File: src/rtl/student_alu_pipe_if.sv
// student_alu_pipe_if: operand-side and result-side handshake bundle for
// student_alu_pipe. The ALU uses the slave modport; the producer/consumer
// side uses the master modport.
interface student_alu_pipe_if #(
    parameter int WIDTH = 16
);
    logic             in_valid;
    logic             in_ready;
    logic [WIDTH-1:0] x;
    logic [WIDTH-1:0] y;
    logic [5:0]       ctrl;
    logic             out_valid;
    logic             out_ready;
    logic [WIDTH-1:0] out;
    logic             zr;
    logic             ng;

    modport master (
        output in_valid, x, y, ctrl, out_ready,
        input  in_ready, out_valid, out, zr, ng
    );

    modport slave (
        input  in_valid, x, y, ctrl, out_ready,
        output in_ready, out_valid, out, zr, ng
    );
endinterface

File: src/rtl/student_alu_pipe.sv
// student_alu_pipe: two-stage pipelined Hack ALU with valid/ready handshakes.
// S1 pre-processes x/y with zx/nx/zy/ny; S2 applies f/no and derives zr/ng.
// Optional feature macro: STUDENT_ALU_SKID_EN adds a 1-entry skid register in
// front of S1 and makes in_ready a flop output (capacity 3 instead of 2).
module student_alu_pipe #(
    parameter int WIDTH = 16
) (
    input logic               clk,
    input logic               rst_n,
    student_alu_pipe_if.slave bus
);

    // S1 payload: pre-processed operands plus the function bits carried along.
    typedef struct packed {
        logic [WIDTH-1:0] xp;
        logic [WIDTH-1:0] yp;
        logic             f;
        logic             no;
    } s1_t;

    // Project-1 gate set, expressed as word-wide functions.
    function automatic logic [WIDTH-1:0] not16(input logic [WIDTH-1:0] a);
        return ~a;
    endfunction

    function automatic logic [WIDTH-1:0] and16(input logic [WIDTH-1:0] a,
                                               input logic [WIDTH-1:0] b);
        return a & b;
    endfunction

    function automatic logic [WIDTH-1:0] mux16(input logic [WIDTH-1:0] a,
                                               input logic [WIDTH-1:0] b,
                                               input logic             sel);
        return sel ? b : a;
    endfunction

    // zero-then-negate operand pre-processing shared by x and y
    function automatic logic [WIDTH-1:0] preproc(input logic [WIDTH-1:0] v,
                                                 input logic             z,
                                                 input logic             n);
        logic [WIDTH-1:0] vz;
        vz = mux16(v, '0, z);
        return mux16(vz, not16(vz), n);
    endfunction

    // Pipeline state
    logic             s1_valid;
    s1_t              s1_q;
    logic             s2_valid;
    logic [WIDTH-1:0] out_q;
    logic             zr_q;
    logic             ng_q;

    // Handshake / advance terms
    logic             s2_load_ok;
    logic             s1_adv;
    logic             s1_load_ok;
    logic             accept;
    logic             in_ready_w;

    // Source feeding S1 (the input port, or the skid entry when present)
    logic             src_valid;
    logic [WIDTH-1:0] src_x;
    logic [WIDTH-1:0] src_y;
    logic [5:0]       src_ctrl;

    // A stage loads when empty or when its content leaves in the same cycle.
    assign s2_load_ok = !s2_valid || bus.out_ready;
    assign s1_adv     = s1_valid && s2_load_ok;
    assign s1_load_ok = !s1_valid || s1_adv;

`ifdef STUDENT_ALU_SKID_EN
    logic             skid_valid;
    logic             skid_valid_next;
    logic [WIDTH-1:0] skid_x;
    logic [WIDTH-1:0] skid_y;
    logic [5:0]       skid_ctrl;
    logic             in_ready_q;

    // in_ready is a flop: high only while the skid entry is free.
    assign in_ready_w = in_ready_q;
    assign accept     = bus.in_valid && in_ready_q;

    // The skid entry is older than anything on the port, so it feeds S1 first.
    assign src_valid = skid_valid || accept;
    assign src_x     = skid_valid ? skid_x    : bus.x;
    assign src_y     = skid_valid ? skid_y    : bus.y;
    assign src_ctrl  = skid_valid ? skid_ctrl : bus.ctrl;

    // A held entry stays until S1 can take it; a fresh beat parks here when S1 is blocked.
    assign skid_valid_next = skid_valid ? !s1_load_ok : (accept && !s1_load_ok);

    // Skid occupancy and registered in_ready
    always_ff @(posedge clk) begin
        if (!rst_n) begin
            skid_valid <= 1'b0;
            in_ready_q <= 1'b0;
        end else begin
            skid_valid <= skid_valid_next;
            in_ready_q <= !skid_valid_next;
        end
    end

    // Skid payload capture; qualified by skid_valid so it needs no reset
    always_ff @(posedge clk) begin
        if (accept && !s1_load_ok) begin
            skid_x    <= bus.x;
            skid_y    <= bus.y;
            skid_ctrl <= bus.ctrl;
        end
    end
`else
    logic init_done;

    // in_ready is combinational from out_ready through the S2/S1 advance chain.
    assign in_ready_w = init_done && s1_load_ok;
    assign accept     = bus.in_valid && in_ready_w;

    assign src_valid = accept;
    assign src_x     = bus.x;
    assign src_y     = bus.y;
    assign src_ctrl  = bus.ctrl;

    // Hold in_ready low through reset and release it one edge after rst_n rises
    always_ff @(posedge clk) begin
        // NOTE: sequential state always uses <= so every flop samples pre-edge values.
        if (!rst_n) begin
            init_done <= 1'b0;
        end else begin
            init_done <= 1'b1;
        end
    end
`endif

    // Stage valid bits: bubbles propagate, a stage only changes when it may load
    always_ff @(posedge clk) begin
        if (!rst_n) begin
            s1_valid <= 1'b0;
            s2_valid <= 1'b0;
        end else begin
            if (s1_load_ok) begin
                s1_valid <= src_valid;
            end
            if (s2_load_ok) begin
                s2_valid <= s1_valid;
            end
        end
    end

    // S1 datapath: zero/negate operands and carry f/no forward
    always_ff @(posedge clk) begin
        // NOTE: payload flops are qualified by s1_valid, so they are deliberately left unreset.
        if (s1_load_ok && src_valid) begin
            s1_q.xp <= preproc(src_x, src_ctrl[5], src_ctrl[4]);
            s1_q.yp <= preproc(src_y, src_ctrl[3], src_ctrl[2]);
            s1_q.f  <= src_ctrl[1];
            s1_q.no <= src_ctrl[0];
        end
    end

    // S2 function: add (carry dropped) or AND, then optional output negate
    logic [WIDTH-1:0] sum;
    logic [WIDTH-1:0] fn_r;
    logic [WIDTH-1:0] result;

    assign sum    = s1_q.xp + s1_q.yp;
    assign fn_r   = mux16(and16(s1_q.xp, s1_q.yp), sum, s1_q.f);
    assign result = mux16(fn_r, not16(fn_r), s1_q.no);

    // S2 result register; holds bit-stable until a new S1 beat advances into it
    always_ff @(posedge clk) begin
        if (!rst_n) begin
            out_q <= '0;
            zr_q  <= 1'b0;
            ng_q  <= 1'b0;
        end else if (s1_adv) begin
            out_q <= result;
            zr_q  <= (result == '0);
            ng_q  <= result[WIDTH-1];
        end
    end

    assign bus.in_ready  = in_ready_w;
    assign bus.out_valid = s2_valid;
    assign bus.out       = out_q;
    assign bus.zr        = zr_q;
    assign bus.ng        = ng_q;

endmodule
File: src/flat_wrapper.sv
// flat-port wrapper written by rule: the top's interface ports become plain ports
module student_alu_pipe_flat 
#(
    parameter int WIDTH = 16
)
  (clk, rst_n, bus_in_valid, bus_x, bus_y, bus_ctrl, bus_out_ready, bus_in_ready, bus_out_valid, bus_out, bus_zr, bus_ng);
  student_alu_pipe_if #(.WIDTH(WIDTH)) bus_i ();
  input logic clk;
  input logic rst_n;
  input wire logic [$bits(bus_i.in_valid)-1:0] bus_in_valid;
  input wire logic [$bits(bus_i.x)-1:0] bus_x;
  input wire logic [$bits(bus_i.y)-1:0] bus_y;
  input wire logic [$bits(bus_i.ctrl)-1:0] bus_ctrl;
  input wire logic [$bits(bus_i.out_ready)-1:0] bus_out_ready;
  output wire logic [$bits(bus_i.in_ready)-1:0] bus_in_ready;
  output wire logic [$bits(bus_i.out_valid)-1:0] bus_out_valid;
  output wire logic [$bits(bus_i.out)-1:0] bus_out;
  output wire logic [$bits(bus_i.zr)-1:0] bus_zr;
  output wire logic [$bits(bus_i.ng)-1:0] bus_ng;
  assign bus_i.in_valid = bus_in_valid;
  assign bus_i.x = bus_x;
  assign bus_i.y = bus_y;
  assign bus_i.ctrl = bus_ctrl;
  assign bus_i.out_ready = bus_out_ready;
  assign bus_in_ready = bus_i.in_ready;
  assign bus_out_valid = bus_i.out_valid;
  assign bus_out = bus_i.out;
  assign bus_zr = bus_i.zr;
  assign bus_ng = bus_i.ng;
  student_alu_pipe #(.WIDTH(WIDTH)) u_core (.clk(clk), .rst_n(rst_n), .bus(bus_i));
endmodule
File: config.mk
export PLATFORM = sky130hd
export DESIGN_NAME = student_alu_pipe_flat
export DESIGN_NICKNAME = d
export VERILOG_FILES = /design/src/rtl/student_alu_pipe_if.sv /design/src/rtl/student_alu_pipe.sv /design/src/flat_wrapper.sv
export SDC_FILE = /design/constraint.sdc
export NUM_CORES = 1
export LEC_CHECK = 0
export ABC_CLOCK_PERIOD_IN_PS = 5800
export CORE_ASPECT_RATIO = 1.2
export CORE_MARGIN = 5
export CORE_UTILIZATION = 58
export CTS_CLUSTER_DIAMETER = 50
export DETAILED_ROUTE_END_ITERATION = 6
export PLACE_DENSITY = 0.95
export SYNTH_ARGS = -nofsm -noshare
export SYNTH_HDL_FRONTEND = slang
export SYNTH_SLANG_ARGS = --single-unit
File: constraint.sdc
create_clock -name clk -period 5.8 [get_ports clk]
set_input_delay 0.58 -clock clk [delete_from_list [all_inputs] [get_ports clk]]
set_output_delay 0.58 -clock clk [all_outputs]
set_load 0.1 [all_outputs]
==> results.json, run 1 <==
{
  "syn_area_per_cell_um2": 9.412,
  "cts_max_path_buffers": 2,
  "final_hold_viol_count": 0,
  "grt_pass1_wl_um": 12560,
  "worst_slack_ns": 2.660,
  "drive_above_1_share": 0.05869,
  "critPathMaxFanout": 29,
  "powerDensity_nw_per_um2": 210.0,
  "post-route-period-util": 0.5415,
  "arrival_ns": 3.39,
  "final.setup_skew_ns": 0.006853,
  "cap_viol_max_count": 0,
  "ys_types": 68,
  "grt_overflow": 0,
  "synth_warnings": 0,
  "rsz0062_at_grt": "false",
  "hp-class": "register to register",
  "layout_commonest_cell": "clkdlybuf4s50_1",
  "cts_sinks": 54,
  "htreeDepth": 2,
  "utilization": 0.6934,
  "grt_pass1_vias": 2824,
  "netSwitchingPower_mw": 0.2933,
  "path_clk_slew_ns": 0.09,
  "area_growth_pct": 17.84,
  "vias_per_cell": 5.763,
  "remaining_drc_errors": 0,
  "p_int_mw": 0.6337,
  "swShare": 0.3164,
  "die_h_um": 98.04,
  "clock_latency_ns": 0.30,
  "setup_viol": 0,
  "diodes": 0,
  "antenna_found_initial": 0,
  "wl_um": 7704,
  "initial_core_util": 0.5884,
  "startpoint_type": "register",
  "ir_worst_vdd_v": 0.0001202,
  "status": "finished, final reports clean",
  "synth_fp_nets": 457,
  "post_cts_resized": 0,
  "via_count": 3043,
  "period_needed_ns": 3.140,
  "report.final.slew_viol_count": 0,
  "grt_max_degree": 36,
  "post_drt_wl_per_cell_um": 14.59,
  "cts_tree": "done",
  "dr.pass1.iters": 5,
  "hold_buffers": 0,
  "async_flop_share": 0,
  "ys_seq_elements": 54,
  "dp_slack_ns": 2.680,
  "detail_route.iter0.violations": 191,
  "yosys_most_used_dff": "edfxtp_1",
  "worst_pin_slew_ns": 0.9833,
  "path_class": "register to register",
  "clkPwrFrac": 0.217,
  "cts_made_buffers": 5,
  "io_pins": 62,
  "syn_inst": 398,
  "final_cell_mix": "61 x clkdlybuf4s50_1, 43 x xnor2_1, 34 x nand2b_1, 34 x edfxtp_1, 33 x nand2_1",
  "grt_usage": 0.1855,
  "antenna_left": 0,
  "setup-tns-final_ns": 0,
  "detailed_place_hpwl_um": 6160,
  "leakagePower_nw": 1.584,
  "die_w_um": 83.37,
  "timing.fmax_mhz": 318.4,
  "nNetsFinal": 502,
  "die-area_um2": 8173,
  "critical_path_required_ns": 6.05,
  "synth_area_um2": 3746,
  "p_seq_frac": 0.479,
  "place.gp.congestion": 0.8940,
  "rows": 32,
  "end_kind": "register",
  "fp.coreArea_um2": 6366,
  "io_buffers": 61,
  "comb_power_share": 0.304,
  "slew_headroom": 0.3424,
  "synth_edf_count": 34,
  "yosysSeqAreaShare": 0.3794,
  "cts_setup_buffers": 0,
  "clockRootBuffer": "clkbuf_8"
}
-- metal layers --
layer	share of wire	wire length [um]	vias up	global-route usage
met5	0	0	-	0
met2	0.53	4057	98	0.3537
met3	0.058	446	16	0.03038
met4	0.026	201	0	0.07296
li1	-	-	1506	-
met1	0.39	2999	1423	0.2023
-- per-stage QoR --
step	cell area (um^2)	hold slack, ns	instances	power (mW)
2_1_floorplan	3746	0.4947	398	0.6618
3_3_place_gp	4332	0.4570	521	0.7248
3_5_place_dp	4332	0.4747	521	0.7338
4_1_cts	4414	0.4875	528	0.9325
5_1_grt	4414	0.5281	528	0.9739
6_report	4414	0.4791	528	0.9270
-- layout make-up --
cell class / instances / area, um^2
multi-input combinational: 311 / 2152
fill: 501 / 1952
sequential: 54 / 1421
timing repair buffer: 62 / 618.1
tap: 85 / 106.4
clock buffer: 5 / 68.82
inverter: 9 / 33.78
clock inverter: 2 / 13.76
-- synth_stat cells, types with 6 or more instances --
| master | count | share of area |
|---|---|---|
| nand2_1 | 33 | 0.033 |
| nor2b_1 | 6 | 0.010 |
| nand2b_1 | 34 | 0.057 |
| clkbuf_1 | 15 | 0.015 |
| nand3_1 | 10 | 0.013 |
| and2_1 | 13 | 0.022 |
| inv_1 | 9 | 0.0090 |
| o21ai_0 | 19 | 0.025 |
| a211oi_1 | 6 | 0.012 |
| xnor2_1 | 43 | 0.10 |
| ha_1 | 16 | 0.053 |
| nor2_1 | 21 | 0.021 |
| edfxtp_1 | 34 | 0.27 |
| a21o_1 | 6 | 0.012 |
| dfxtp_1 | 20 | 0.11 |
| nor3_1 | 8 | 0.011 |
| a21oi_1 | 15 | 0.020 |
-- sequential cells by signal, indices dropped and copies added, names as in the netlist --
register	count
u_core.init_done	1
u_core.s1_valid	1
u_core.bus.zr	1
u_core.bus.out	15
u_core.s1_q	34
u_core.bus.ng	1
u_core.bus.out_valid	1
-- cell families after synthesis --
family / Yosys count / synth area share
buffers and inverters: 33 / 0.04609
adder cells (fa/ha/maj): 17 / 0.05878
AND/OR/NAND/NOR: 155 / 0.2301
multiplexers: 6 / 0.01637
AO/OA/AOI/OAI: 89 / 0.1663
XOR/XNOR: 44 / 0.1029
flip-flops: 54 / 0.3794
-- path summary, 6_finish.rpt --
kind	cells after the start	to	slack (ns)	start
worst max register to register	7	u_core.bus.zr	2.66	u_core.s1_q[1]
worst min-delay path	2	u_core.bus.out[0]	0.48	u_core.bus.out[0]
worst min register to register	2	u_core.bus.out[0]	0.48	u_core.bus.out[0]
worst max-delay path	7	u_core.bus.zr	2.66	u_core.s1_q[1]
-- power groups by stage --
stage	clock network [mW]	logic, mW	registers, mW
after floorplan	0	0.177	0.485
after global placement	0	0.273	0.451
after detailed placement	0	0.281	0.453
after CTS	0.207	0.282	0.444
after global routing	0.222	0.306	0.446
final	0.201	0.282	0.444
-- worst max-delay path: stages, from the launching register on --
cell and delay (ns):
edfxtp_1 0.95, inv_1 0.57, nand2_1 0.17, o311ai_0 0.13, a311oi_1 0.41, or4b_1 0.47, a211oi_1 0.23, a21o_1 0.15
Note: power is estimated with default switching activity, not from simulation.
==> run 2, diff against run 1 <==
Settings changed: ABC_CLOCK_PERIOD_IN_PS 5800 to 2800, CORE_UTILIZATION 58 to 49, PLACE_DENSITY 0.95 to 0.86.
Clock period 5.8 ns to 2.8 ns, I/O delays scaled along.
==> run 2 against run 1 <==
Against the previous run: via count is 1.1% lower; clock power grew to 2.6 times the previous value; power is 120% higher; sequential share of layout area is 1.2 points lower; clock skew is 0.0012 ns higher; cell count is 4.9% higher; sequential power is 110% higher; wire length is 7.3% higher.
==> results.json, run 2 (same netlist as run 1, synthesis figures left out) <==
{
  "status": "finished, final reports clean",
  "cp.depth": 10,
  "reg2reg_from": "u_core.s1_q[2]",
  "cp_slowest_cell": "or4b_4",
  "path_class": "register to register",
  "leakagePower_nw": 1.729,
  "arrival_ns": 3.03,
  "startpoint_type": "register",
  "period_needed_ns": 2.762,
  "wl_um": 8264,
  "powerDensity_nw_per_um2": 453.8,
  "io_buffers": 61,
  "crit_buf_inv": 0,
  "post-route-period-util": 0.9864,
  "critical_path_required_ns": 3.07,
  "slowest_delay_ns": 0.48,
  "dr.pass1.iters": 4,
  "io_pins": 62,
  "antenna_left": 0,
  "critPathMaxFanout": 2,
  "place.gp.congestion": 0.8738,
  "cts_sinks": 54,
  "clockRootBuffer": "clkbuf_8",
  "cpLargestDelayFamily": "simple AND/OR/NAND/NOR gates",
  "nNetsFinal": 520,
  "setup-tns-final_ns": 0,
  "vias_per_cell": 5.433,
  "worst_pin_slew_ns": 0.8940,
  "grt_max_degree": 36,
  "end_kind": "register",
  "via_count": 3010,
  "rsz0062_at_grt": "true",
  "antenna_found_initial": 0,
  "setup_viol": 0,
  "ir_worst_vdd_v": 0.0002872,
  "clock_latency_ns": 0.32,
  "detail_route.iter0.violations": 129,
  "fp.coreArea_um2": 7576,
  "drive_above_1_share": 0.1558,
  "diodes": 0,
  "grt_pass1_wl_um": 13840,
  "stdcell_count": 554,
  "hold_depth": 2,
  "die_h_um": 105.8,
  "die_w_um": 89.82,
  "largest_reg_flops": 34,
  "cap_viol_max_count": 0,
  "post_drt_wl_per_cell_um": 14.92,
  "report.final.slew_viol_count": 0,
  "cts_tree": "done",
  "final_hold_viol_count": 0,
  "hold_buffers": 0,
  "startpoint": "u_core.s1_q[2]",
  "die-area_um2": 9501,
  "grt_usage": 0.1747,
  "final_cell_mix": "43 x xnor2_1, 41 x clkdlybuf4s50_1, 39 x buf_4, 34 x nand2b_1, 34 x edfxtp_1",
  "hold_start": "u_core.bus.out[11]",
  "cts_max_path_buffers": 2,
  "largest-register": "u_core.s1_q",
  "path_clk_slew_ns": 0.10,
  "rows": 35,
  "grt_pass1_vias": 2871,
  "path_cells": "ha_2 -> fa_2 -> a211oi_4 -> o21ai_2 -> a21oi_2 -> nor3_1 -> or3_4 -> or4b_4 -> a211oi_2 -> a21o_1",
  "initial_core_util": 0.4945,
  "grt_overflow": 0,
  "p_total_mw": 2.079,
  "detailed_place_hpwl_um": 6617,
  "htreeDepth": 2,
  "remaining_drc_errors": 0,
  "final.setup_skew_ns": 0.008043,
  "area_growth_pct": 22.31,
  "timing.fmax_mhz": 362.1,
  "layout_commonest_cell": "xnor2_1",
  "reg2reg_depth": 10,
  "placedCellCount": 546,
  "slew_headroom": 0.4021,
  "cts_made_buffers": 5,
  "hp-class": "register to register"
}
## run 2: worst register-to-register path, cell delays in order (launching register included)
cell      delay [ns]
edfxtp_1        0.39
ha_2            0.21
fa_2            0.39
a211oi_4        0.24
o21ai_2         0.11
a21oi_2         0.15
nor3_1          0.06
or3_4           0.36
or4b_4          0.48
a211oi_2        0.19
a21o_1          0.13
## run 2: power by group
part / leakage, nW / switching (mW) / internal, mW
clock network: 0.0514 / 0.264 / 0.267
registers: 0.482 / 0.0164 / 0.896
logic: 1.20 / 0.363 / 0.272
## run 2: final timing paths
| path | end | slack, ns |
|---|---|---|
| worst min-delay path | u_core.bus.out[11] | 0.47 |
| worst max-delay path | u_core.bus.zr | 0.04 |
| worst max register to register | u_core.bus.zr | 0.04 |
| worst min register to register | u_core.bus.out[11] | 0.47 |
## run 2: area by class of cell
type,instances,area [um^2]
flip-flops and latches,54,1421
well taps,92,115.1
repair buffers,80,703.2
clock buffers,6,72.57
fillers,673,2994
inverters,9,33.78
clock inverters,2,37.54
multi-input cells,311,2198
## run 2: layer usage
metal / vias to the layer above / wire, um / GRT usage / share of wire
met3: 12 / 471 / 0.02855 / 0.057
met4: 0 / 136 / 0.05940 / 0.016
li1: 1543 / - / - / -
met5: - / 0 / 0 / 0
met2: 73 / 4206 / 0.3107 / 0.51
met1: 1382 / 3450 / 0.2120 / 0.42
## run 2: through the flow
step                area, um^2  setup slack (ns)  hold slack (ns)    util
detailed placement        4451          -0.01376           0.4684  0.5874
global route              4582          -0.09317           0.5075  0.6048
global placement          4451           0.03533           0.4542  0.5874
CTS                       4566           0.02561           0.4823  0.6026
floorplan                 3771          0.007046           0.3077       -
finish                    4582           0.03800           0.4745  0.6048
## run 2: what timing repair did
item,in CTS,in global routing
cloned,0,0
buffers inserted,0,0
pin swaps,1,0
resized for setup,1,3
endpoints found under the setup margin,1,2
==> patch: new RTL, flow settings as in run 2 <==
The option `STUDENT_ALU_SKID_EN` is turned on by a define.
--- a/src/rtl/student_alu_pipe.sv
+++ b/src/rtl/student_alu_pipe.sv
@@ -2,6 +2,8 @@
 // S1 pre-processes x/y with zx/nx/zy/ny; S2 applies f/no and derives zr/ng.
 // Optional feature macro: STUDENT_ALU_SKID_EN adds a 1-entry skid register in
 // front of S1 and makes in_ready a flop output (capacity 3 instead of 2).
+`define STUDENT_ALU_SKID_EN
+
 module student_alu_pipe #(
     parameter int WIDTH = 16
 ) (
Check against the original RTL: not equivalent (Yosys sat finds a counterexample within 4 cycles, from zero or initial values and one cycle with rst_n low).
==> patch against run 2 <==
  * Clock skew down 0.0024 ns
  * Highest routed layer unchanged
  * Routed wire length up 14%
  * Largest power group unchanged
  * Critical endpoint unchanged
  * Synthesized area up 36%
  * Global-route usage down 1.3 points
  * Final area up 36%
  * Sequential cell count up 39
  * Setup slack worse by 0.014 ns
  * Total power up 64%
  * Non-clock buffer count up 1
==> patch: results (changes against run 2) <==
CLOCK NETWORK
------------------------------------------------------------------------------
Clock transition at the registers of the reported paths .........      0.07 ns   -0.03 ns
Total CTS buffers ...............................................            9   +4
Clock latency reported for the late side of the worst-skew pair .      0.34 ns   +0.02 ns

DETAILED ROUTING
------------------------------------------------------------------------------
WL final ........................................................      9391 um   +14%

GRT
------------------------------------------------------------------------------
Combined global-route utilization of all metal layers ...........       16.12%   -1.3 points
Pin count of the biggest net entering global routing ............           39   +8.3%
First-pass GRT wire length ......................................     16090 um   +16%
Vias in the first global route ..................................         3562   +24%

POWER AND IR DROP
------------------------------------------------------------------------------
Leakage .........................................................     2.182 nW   +26%
Total internal power ............................................     2.505 mW   +75%
Peak ir drop on the vdd network .................................    0.3757 mV   +31%

TIMING
------------------------------------------------------------------------------
Part of the cycle the worst path needs ..........................       99.15%   +0.51 points
Slew at the pin closest to its max-slew limit ...................    0.6516 ns   -0.2424 ns
Post-route clock skew ...........................................  0.005610 ns   -0.002433 ns

SYNTHESIS
------------------------------------------------------------------------------
Yosys cell types ................................................           62   -8.8%
Most numerous cell types in the synthesized netlist ............. 72 x sky130_fd_sc_hd__edfxtp_1, 46 x sky130_fd_sc_hd__nor2_1, 42 x sky130_fd_sc_hd__mux2i_1
Synthesized net count ...........................................          508   +11%
Number of enable flip-flop cells after synthesis ................           72   +110%

WORST SETUP PATH
------------------------------------------------------------------------------
CP max stage delay ..............................................      0.56 ns   +0.08 ns
Signal arrival time at the worst endpoint .......................      3.04 ns   about the same
Max Fanout on Critical Path .....................................            4   +2

FINAL LAYOUT
------------------------------------------------------------------------------
Fraction of final layout cells sized beyond drive strength 1 ....       17.02%   +1.4 points
Layout net count ................................................          577   +11%

PLACE
------------------------------------------------------------------------------
Worst setup slack before clock tree synthesis ...................  -0.05680 ns   -0.04304 ns
Placed Instance Area ............................................     5829 um2   +31%

RUN STATUS
------------------------------------------------------------------------------
Run status ...................................................... finished clean

patch: changes by cell type in the layout (fill, tap and decap cells not counted), moves of 5 or more:
cell	change
sky130_fd_sc_hd__nand2b_1	-29
sky130_fd_sc_hd__xor2_1	+9
sky130_fd_sc_hd__clkbuf_8	-5
sky130_fd_sc_hd__nor2_1	+24
sky130_fd_sc_hd__clkbuf_16	+9
sky130_fd_sc_hd__mux2i_1	+34
sky130_fd_sc_hd__edfxtp_1	+38
sky130_fd_sc_hd__a21oi_1	-8
patch: logic make-up (layout without fill, tap and decap cells):
| kind of cell | count (synthesis) | count (layout) | synth area share (%) |
|---|---|---|---|
| AO/OA/AOI/OAI | 67 | 67 | 9.467 |
| flip-flops | 93 | 93 | 50.75 |
| adder cells (fa/ha/maj) | 17 | 17 | 4.327 |
| multiplexers | 48 | 48 | 9.663 |
| AND/OR/NAND/NOR | 142 | 142 | 14.11 |
| buffers and inverters | 31 | 105 | 2.901 |
| XOR/XNOR | 51 | 51 | 8.778 |
patch: power by group through the flow:
stage | Combinational, mW | Clock [mW] | Sequential (mW)
final | 0.628 | 1.21 | 1.56
after global routing | 0.688 | 1.29 | 1.57
after CTS | 0.612 | 1.25 | 1.56
after detailed placement | 0.598 | 0 | 1.59
after global placement | 0.585 | 0 | 1.59
after floorplan | 0.358 | 0 | 1.67
patch: per-stage QoR:
step                      hold WS [ns]  cells
after floorplan                 0.3789    449
after global placement          0.4464    628
after detailed placement        0.4628    628
after CTS                       0.4722    646
after global routing            0.4934    649
final                           0.4668    649
patch: final timing paths:
kind | from | endpoint | cells past startpoint
worst min-delay path | u_core.bus.out[13] | u_core.bus.out[13] | 2
worst min register to register | u_core.bus.out[13] | u_core.bus.out[13] | 2
worst max register to register | u_core.s1_q[18] | u_core.bus.zr | 10
worst max-delay path | u_core.s1_q[18] | u_core.bus.zr | 10
patch: routing by layer:
metal	vias up	track usage, %	share of wire (%)
li1	1768	-	-
met2	76	26.44	50
met1	1641	20.30	44
met5	-	0	0
met3	19	2.749	4.1
met4	0	8.097	2.5
patch: final cells by class:
class                           instances  area (um2)  area share (%)
Multi-Input combinational cell        325        2452           39.33
Inverter                                8       30.03          0.4815
Sequential cell                        93        2584           41.43
Clock buffer                           10       229.0           3.672
Clock inverter                          6       68.82           1.104
Timing Repair Buffer                   81       714.4           11.46
Tap cell                              126       157.7           2.528
patch: worst max-delay path, delay by kind of cell (launching register included):
kind | cells | cell delay, ns
simple gates | 3 | 0.86
fa+ha+maj | 1 | 0.19
flops | 1 | 0.42
buf+inv | 1 | 0.13
compound gates | 5 | 1.10
patch: timing repair:
| action | in CTS | in global routing |
|---|---|---|
| buffers inserted | 2 | 3 |
| resized for setup | 6 | 10 |
| setup endpoints to repair | 2 | 6 |
| pin swaps | 5 | 9 |
